==> config.mk <==
export PLATFORM = sky130hd
export DESIGN_NAME = sim_end_monitor
export DESIGN_NICKNAME = d
export VERILOG_FILES = /design/src/rtl/sim_end_monitor.sv
export SDC_FILE = /design/constraint.sdc
export NUM_CORES = 1
export LEC_CHECK = 0
export ABC_AREA = 1
export BUFFER_PORTS_ARGS = -buffer_cell sky130_fd_sc_hd__buf_2
export CORE_AREA = 5 5 151 153
export CTS_BUF_LIST = sky130_fd_sc_hd__clkbuf_8 sky130_fd_sc_hd__clkbuf_16
export DETAILED_ROUTE_END_ITERATION = 7
export DIE_AREA = 0 0 156 158
export GPL_TIMING_DRIVEN = 0
export PLACE_DENSITY = 0.73
export SYNTH_ARGS = -nofsm -noshare
export SYNTH_HDL_FRONTEND = slang
export SYNTH_SLANG_ARGS = --single-unit
==> constraint.sdc <==
create_clock -name clk -period 5.3 [get_ports clk]
set_clock_uncertainty 0.1 [all_clocks]
set_input_delay 0.53 -clock clk [delete_from_list [all_inputs] [get_ports clk]]
set_output_delay 0.53 -clock clk [all_outputs]
set_load 0.05 [all_outputs]
==> src/rtl/sim_end_monitor.sv <==
// End-of-test monitor: counts cycles/retired instructions, detects tohost retirement, enforces a watchdog
// and (with SIM_END_SIG_CHECK_EN defined) compares the signature region against an expected list.
module sim_end_monitor #(
  parameter int              XLEN             = 32,
  parameter int              CNT_W            = 32,
  parameter logic [XLEN-1:0] TOHOST_PC        = 32'h00000086,
  parameter int              TOHOST_HITS      = 8,
  parameter int              TIMEOUT_CYCLES   = 50000,
  parameter logic [XLEN-1:0] SIG_BASE_DEFAULT = 32'h00002000,
  parameter int              SIG_WORDS        = 1024
) (
  input  logic             clk,
  input  logic             cpurst,
  input  logic             inst_valid,
  input  logic [XLEN-1:0]  inst_pc,
  input  logic [XLEN-1:0]  gp_value,
  input  logic [XLEN-1:0]  sig_base,
  output logic             mem_rd_en,
  output logic [XLEN-1:0]  mem_rd_addr,
  input  logic [XLEN-1:0]  mem_rd_data,
  output logic [CNT_W-1:0] ref_rd_idx,
  input  logic [XLEN-1:0]  ref_rd_data,
  input  logic             ref_rd_valid,
  output logic             done,
  output logic             pass,
  output logic             timeout,
  output logic [CNT_W-1:0] cycle_count,
  output logic [CNT_W-1:0] instret_count,
  output logic [CNT_W-1:0] words_checked,
  output logic [CNT_W-1:0] mismatch_count,
  output logic [CNT_W-1:0] first_mismatch_idx
);

  localparam logic [CNT_W-1:0] HITS_C    = CNT_W'(TOHOST_HITS);
  localparam logic [CNT_W-1:0] TO_LAST_C = CNT_W'(TIMEOUT_CYCLES - 1);
  localparam logic [CNT_W-1:0] ONE_C     = CNT_W'(1);

  typedef enum logic [1:0] {
    S_RUN      = 2'd0,
    S_SCAN_REQ = 2'd1,
    S_SCAN_CMP = 2'd2,
    S_DONE     = 2'd3
  } state_t;

  state_t           r_state;
  state_t           w_state_nxt;
  logic [CNT_W-1:0] r_cycle;
  logic [CNT_W-1:0] r_instret;
  logic [CNT_W-1:0] r_hits;
  logic             r_done;
  logic             r_pass;
  logic             r_timeout;

  logic             w_hit;
  logic [CNT_W-1:0] w_hits_inc;
  logic             w_end;
  logic             w_to;

  assign w_hit      = inst_valid && (inst_pc == TOHOST_PC);
  assign w_hits_inc = r_hits + ONE_C;
  // End beats timeout when both land on the same RUN cycle.
  assign w_end      = (r_state == S_RUN) && w_hit && (w_hits_inc == HITS_C);
  assign w_to       = (r_state == S_RUN) && !w_end && (r_cycle == TO_LAST_C);

`ifdef SIM_END_SIG_CHECK_EN
  localparam logic [CNT_W-1:0] SIGW_C = CNT_W'(SIG_WORDS);

  logic [CNT_W-1:0] r_words;
  logic [CNT_W-1:0] r_mism;
  logic [CNT_W-1:0] r_first;
  logic             r_mem_rd_en;
  logic [XLEN-1:0]  r_base;

  logic             w_diff;
  logic [CNT_W-1:0] w_words_inc;
  logic [CNT_W-1:0] w_mism_inc;
  logic             w_pass_scan;
  logic             w_unused_gp;

  assign w_diff      = (mem_rd_data != ref_rd_data);
  assign w_words_inc = r_words + ONE_C;
  assign w_mism_inc  = r_mism + (w_diff ? ONE_C : '0);
  assign w_pass_scan = ref_rd_valid ? ((w_mism_inc == '0) && (w_words_inc != '0))
                                    : ((r_mism == '0) && (r_words != '0));
  assign w_unused_gp = ^gp_value;
`else
  logic w_gp_one;
  logic w_unused_sig;

  assign w_gp_one     = (gp_value == XLEN'(1));
  assign w_unused_sig = ^{mem_rd_data, ref_rd_data, ref_rd_valid, sig_base};
`endif

  always_ff @(posedge clk) begin
    if (cpurst) r_state <= S_RUN;
    else        r_state <= w_state_nxt;
  end

  always_comb begin
    w_state_nxt = r_state;
    unique case (r_state)
      S_RUN: begin
        if (w_end) begin
`ifdef SIM_END_SIG_CHECK_EN
          w_state_nxt = S_SCAN_REQ;
`else
          w_state_nxt = S_DONE;
`endif
        end else if (w_to) begin
          w_state_nxt = S_DONE;
        end
      end
`ifdef SIM_END_SIG_CHECK_EN
      S_SCAN_REQ: w_state_nxt = S_SCAN_CMP;
      S_SCAN_CMP: begin
        if (!ref_rd_valid || (w_words_inc == SIGW_C)) w_state_nxt = S_DONE;
        else                                          w_state_nxt = S_SCAN_REQ;
      end
`endif
      default: w_state_nxt = r_state;
    endcase
  end

  // Counters and result flags; everything holds once DONE is reached.
  always_ff @(posedge clk) begin
    if (cpurst) begin
      r_cycle     <= '0;
      r_instret   <= '0;
      r_hits      <= '0;
      r_done      <= 1'b0;
      r_pass      <= 1'b0;
      r_timeout   <= 1'b0;
`ifdef SIM_END_SIG_CHECK_EN
      r_words     <= '0;
      r_mism      <= '0;
      r_first     <= '1;
      r_mem_rd_en <= 1'b0;
`endif
    end else begin
      unique case (r_state)
        S_RUN: begin
          if (!w_to)      r_cycle   <= r_cycle + ONE_C;
          if (inst_valid) r_instret <= r_instret + ONE_C;
          if (w_hit)      r_hits    <= w_hits_inc;
          if (w_end) begin
`ifdef SIM_END_SIG_CHECK_EN
            r_mem_rd_en <= 1'b1;
`else
            r_done      <= 1'b1;
            r_pass      <= w_gp_one;
`endif
          end else if (w_to) begin
            r_done    <= 1'b1;
            r_timeout <= 1'b1;
            r_pass    <= 1'b0;
          end
        end
`ifdef SIM_END_SIG_CHECK_EN
        S_SCAN_REQ: r_mem_rd_en <= 1'b0;
        S_SCAN_CMP: begin
          if (ref_rd_valid) begin
            r_words <= w_words_inc;
            if (w_diff) begin
              r_mism <= w_mism_inc;
              if (r_first == '1) r_first <= r_words;
            end
          end
          if (w_state_nxt == S_DONE) begin
            r_done <= 1'b1;
            r_pass <= w_pass_scan;
          end else begin
            r_mem_rd_en <= 1'b1;
          end
        end
`endif
        default: ;
      endcase
    end
  end

`ifdef SIM_END_SIG_CHECK_EN
  // Signature base is captured once, on the cycle the run ends.
  always_ff @(posedge clk) begin
    if (w_end) r_base <= (sig_base != '0) ? sig_base : SIG_BASE_DEFAULT;
  end

  assign mem_rd_en          = r_mem_rd_en;
  assign mem_rd_addr        = r_base + (XLEN'(r_words) << 2);
  assign ref_rd_idx         = r_words;
  assign words_checked      = r_words;
  assign mismatch_count     = r_mism;
  assign first_mismatch_idx = r_first;
`else
  assign mem_rd_en          = 1'b0;
  assign mem_rd_addr        = '0;
  assign ref_rd_idx         = '0;
  assign words_checked      = '0;
  assign mismatch_count     = '0;
  assign first_mismatch_idx = '1;
`endif

  assign done          = r_done;
  assign pass          = r_pass;
  assign timeout       = r_timeout;
  assign cycle_count   = r_cycle;
  assign instret_count = r_instret;

endmodule

==> key figures <==
Global route
  – Vias in the first global route: about 6800
  – Total GRT Usage: 0.162
  – Grt total ovfl: 0
  – Initial antenna violation count: 0
  – Pin count of the biggest net entering global routing: 21
  – First-pass GRT wire length: around 33000 um

Logic synthesis
  – Synthesized cell area: ~7300 um2
  – Distinct cells, synth: 41
  – Main synth FF type: dfxtp_1
  – Synth async-reset ratio: 0
  – Post-synth top cells: 235 x nand2_1, 161 x buf_4, 147 x nor2_1, 99 x dfxtp_1, 81 x inv_1
  – Cell with the most instances after synthesis: nand2_1
  – Synthesized area per cell: between 6 and 7 um2
  – Yosys top cell area share: 0.271
  – Largest area contributor in the netlist: dfxtp_1
  – Mapped Cells: 1096
  – Synth top area cells: dfxtp_1 27%, buf_4 17%, nand2_1 12%
  – Sequential element share of the synthesized area: 0.271
  – Synthesis warning total: 0
  – Synthesized flop and latch total: between 90 and 100
  – EDFF count, synth: 0

CTS
  – Worst-skew pair later-pin latency: roughly 0.36 ns
  – Gates resized, CTS repair: 0
  – CTS tree: done
  – Hold_buf cts: 0
  – H-tree Lvls: 3
  – Post-CTS Setup Inserts: 0
  – Sink Count: approximately 100
  – Clk root buf: clkbuf_16
  – TritonCTS Buffers: 9
  – Clock tree buffer depth: 2
  – Worst-path clk slew: 0.07 ns

Routing
  – DRC viols: 0
  – Avg WL per Cell: about 13 um
  – WL final: 21100 um
  – DR iter-0 viols: between 400 and 500
  – Via density: 4.44
  – Total number of vias: 7470
  – Drt pass-1 iters: 5
  – Post-DRT Antenna Nets: 0

Placed design
  – RD Place Congestion: ~1
  – Hpwl dp: about 17000 um
  – PortBufs: about 130
  – Pre-CTS setup slack: between 2 and 2.5 ns

Finish
  – Antenna diode count: 0
  – Syn-to-layout area delta: 26.1%
  – # fillers: 2257
  – Sequential Area: around 2000 um2
  – Layout cells sized above 1: 0.252
  – Number of nets in the layout: approximately 1600
  – Multi-input combinational cell area: around 4200 um2

Floorplanning
  – Die X: around 160 um
  – Total core area: approximately 21000 um2
  – Die area: ~25000 um2
  – Initial core utilization: 0.342
  – I/O Pins: just under 400
  – Chip height: ~160 um
  – Num rows: 54

Setup path
  – Startpoint types: flip-flop
  – WP buf/inv: 2
  – Setup crit start: cycle_count[0]
  – Slowest CP cell: dfxtp_1
  – FF-to-FF path depth: 10
  – Cell count along the critical path: 10
  – Reg2Reg Launch Point: cycle_count[0]
  – CP Capture Point: cycle_count[11]
  – CP Capture Type: flip-flop
  – Crit Path Class: flip-flop to flip-flop
  – Reg2reg end: cycle_count[11]
  – Max Fanout on Critical Path: 10
  – CP top delay family: simple AND/OR/NAND/NOR gates
  – Worst Path Arrival: 2.88 ns
  – Reg2Reg Setup Slack: around 2.6 ns
  – Worst-path cell chain: ha_1, nand3_1, nor4_1, nand4_1, inv_1, nand2_8, nand2_4, buf_6, nand2_1, a21oi_1
  – CP peak stage delay: roughly 0.48 ns
  – Required @ worst endpoint: roughly 5.5 ns

Power and ir drop
  – Leak pwr: roughly 4.6 nW
  – Sw Share: 0.355
  – Seq pwr share: 0.407
  – Internal Power: around 1.2 mW
  – Combinational power share: 0.230
  – Net Sw Power: approximately 660 uW
  – Max VDD drop: between 100 and 150 uV
  – Clock power share: 0.363
  – PwrDens: ~200 nW/um2

Timing
  – Final setup fails: 0
  – Fin crit period: between 2 and 3 ns
  – Slew Viols, Final: 0
  – Normalized max-slew margin: 0.489
  – Final worst path period share: 0.511
  – Least-Margin Pin Slew: around 0.77 ns
  – TNS Setup: 0 ns
  – Min setup slack post-route: roughly 2.6 ns
  – RSZ-0062 raised after global routing: no
  – Max Freq: between 0.3 and 0.4 GHz
  – Final hold violation count: 0

Job
  – Max-cap violations: 0

Min path
  – HP Class: flip-flop to flip-flop

Run status
  – Status: finished clean
==> metrics by stage <==
stage	cells	util	total power [mW]	hold slack, ns	instance area (um2)
after floorplan	1255	-	1.15	0.367	7910
after global placement	1668	0.417	1.19	0.341	8930
after detailed placement	1668	0.417	1.19	0.340	8930
after CTS	1684	0.431	1.86	0.350	9230
after global routing	1684	0.431	1.92	0.394	9230
final	1684	0.431	1.85	0.353	9230
==> how the worst min path moves through the flow <==
| stage | startpoint | to | cells after the start |
|---|---|---|---|
| finish | timeout | timeout | 2 |
| global route | gp_value[1] | pass | 4 |
| CTS | timeout | timeout | 2 |
| detailed placement | timeout | timeout | 2 |
| global placement | timeout | timeout | 2 |
| floorplan | r_hits[13] | r_hits[13] | 2 |
==> cell type report <==
type	count	area share
Multi-Input combinational cell	883	0.460
Sequential cell	99	0.215
Buffer	188	0.148
Timing Repair Buffer	133	0.0721
Tap cell	280	0.0380
Inverter	85	0.0346
Clock buffer	9	0.0244
Clock inverter	7	0.00800
==> flip-flops by register name, summed over array words and instances, names as in the netlist <==
signal,count
pass,1
instret_count,32
timeout,1
cycle_count,32
r_state,1
r_hits,32
==> tightest hold or removal path, cell delays in order, from the launching register on <==
cell and delay [ns]:
dfxtp_1 0.31, inv_1 0.05, a21oi_1 0.05
==> per-layer routing <==
layer / track usage / routed length (um)
met2: 0.283 / 10100
met5: 0 / 0
met4: 0.0354 / 211
met1: 0.201 / 8820
met3: 0.0437 / 1970
==> power by group through the flow <==
stage	clock [mW]	sequential, mW	combinational (mW)
6_report	0.672	0.752	0.426
5_1_grt	0.713	0.753	0.449
4_1_cts	0.687	0.752	0.420
3_5_place_dp	0	0.770	0.420
3_3_place_gp	0	0.770	0.418
2_1_floorplan	0	0.781	0.366
==> placed cells by master, fill, tap and decap left out, types with 2 or more instances in the layout <==
cell and count:
a211oi_1 9, a21oi_1 62, a31oi_1 10, buf_1 2, buf_2 136, buf_4 161, buf_6 3, buf_8 3
clkbuf_1 16, clkbuf_16 9, conb_1 161, dfxtp_1 99, ha_1 3, inv_1 81, inv_2 3, inv_6 3
inv_8 2, nand2_1 235, nand2_2 9, nand2_4 4, nand3_1 58, nand3_2 2, nand3b_1 17, nand4_1 25
nor2_1 147, nor2_2 5, nor2_4 4, nor2_8 5, nor3_1 20, nor4_1 18, o21a_1 3, o21ai_0 36
o21ai_1 4, xnor2_1 6, xor2_1 32
==> cells by family (layout without fill, tap and decap cells) <==
logic type / after synthesis / in the layout / synth area share
other cells: 2 / 161 / 0.00103
compound gates: 125 / 125 / 0.0920
xor+xnor: 38 / 38 / 0.0455
flops: 99 / 99 / 0.271
buf+inv: 273 / 422 / 0.231
simple gates: 556 / 556 / 0.355
fa+ha+maj: 3 / 3 / 0.00513
No activity file was read; power rests on OpenSTA's default activity.
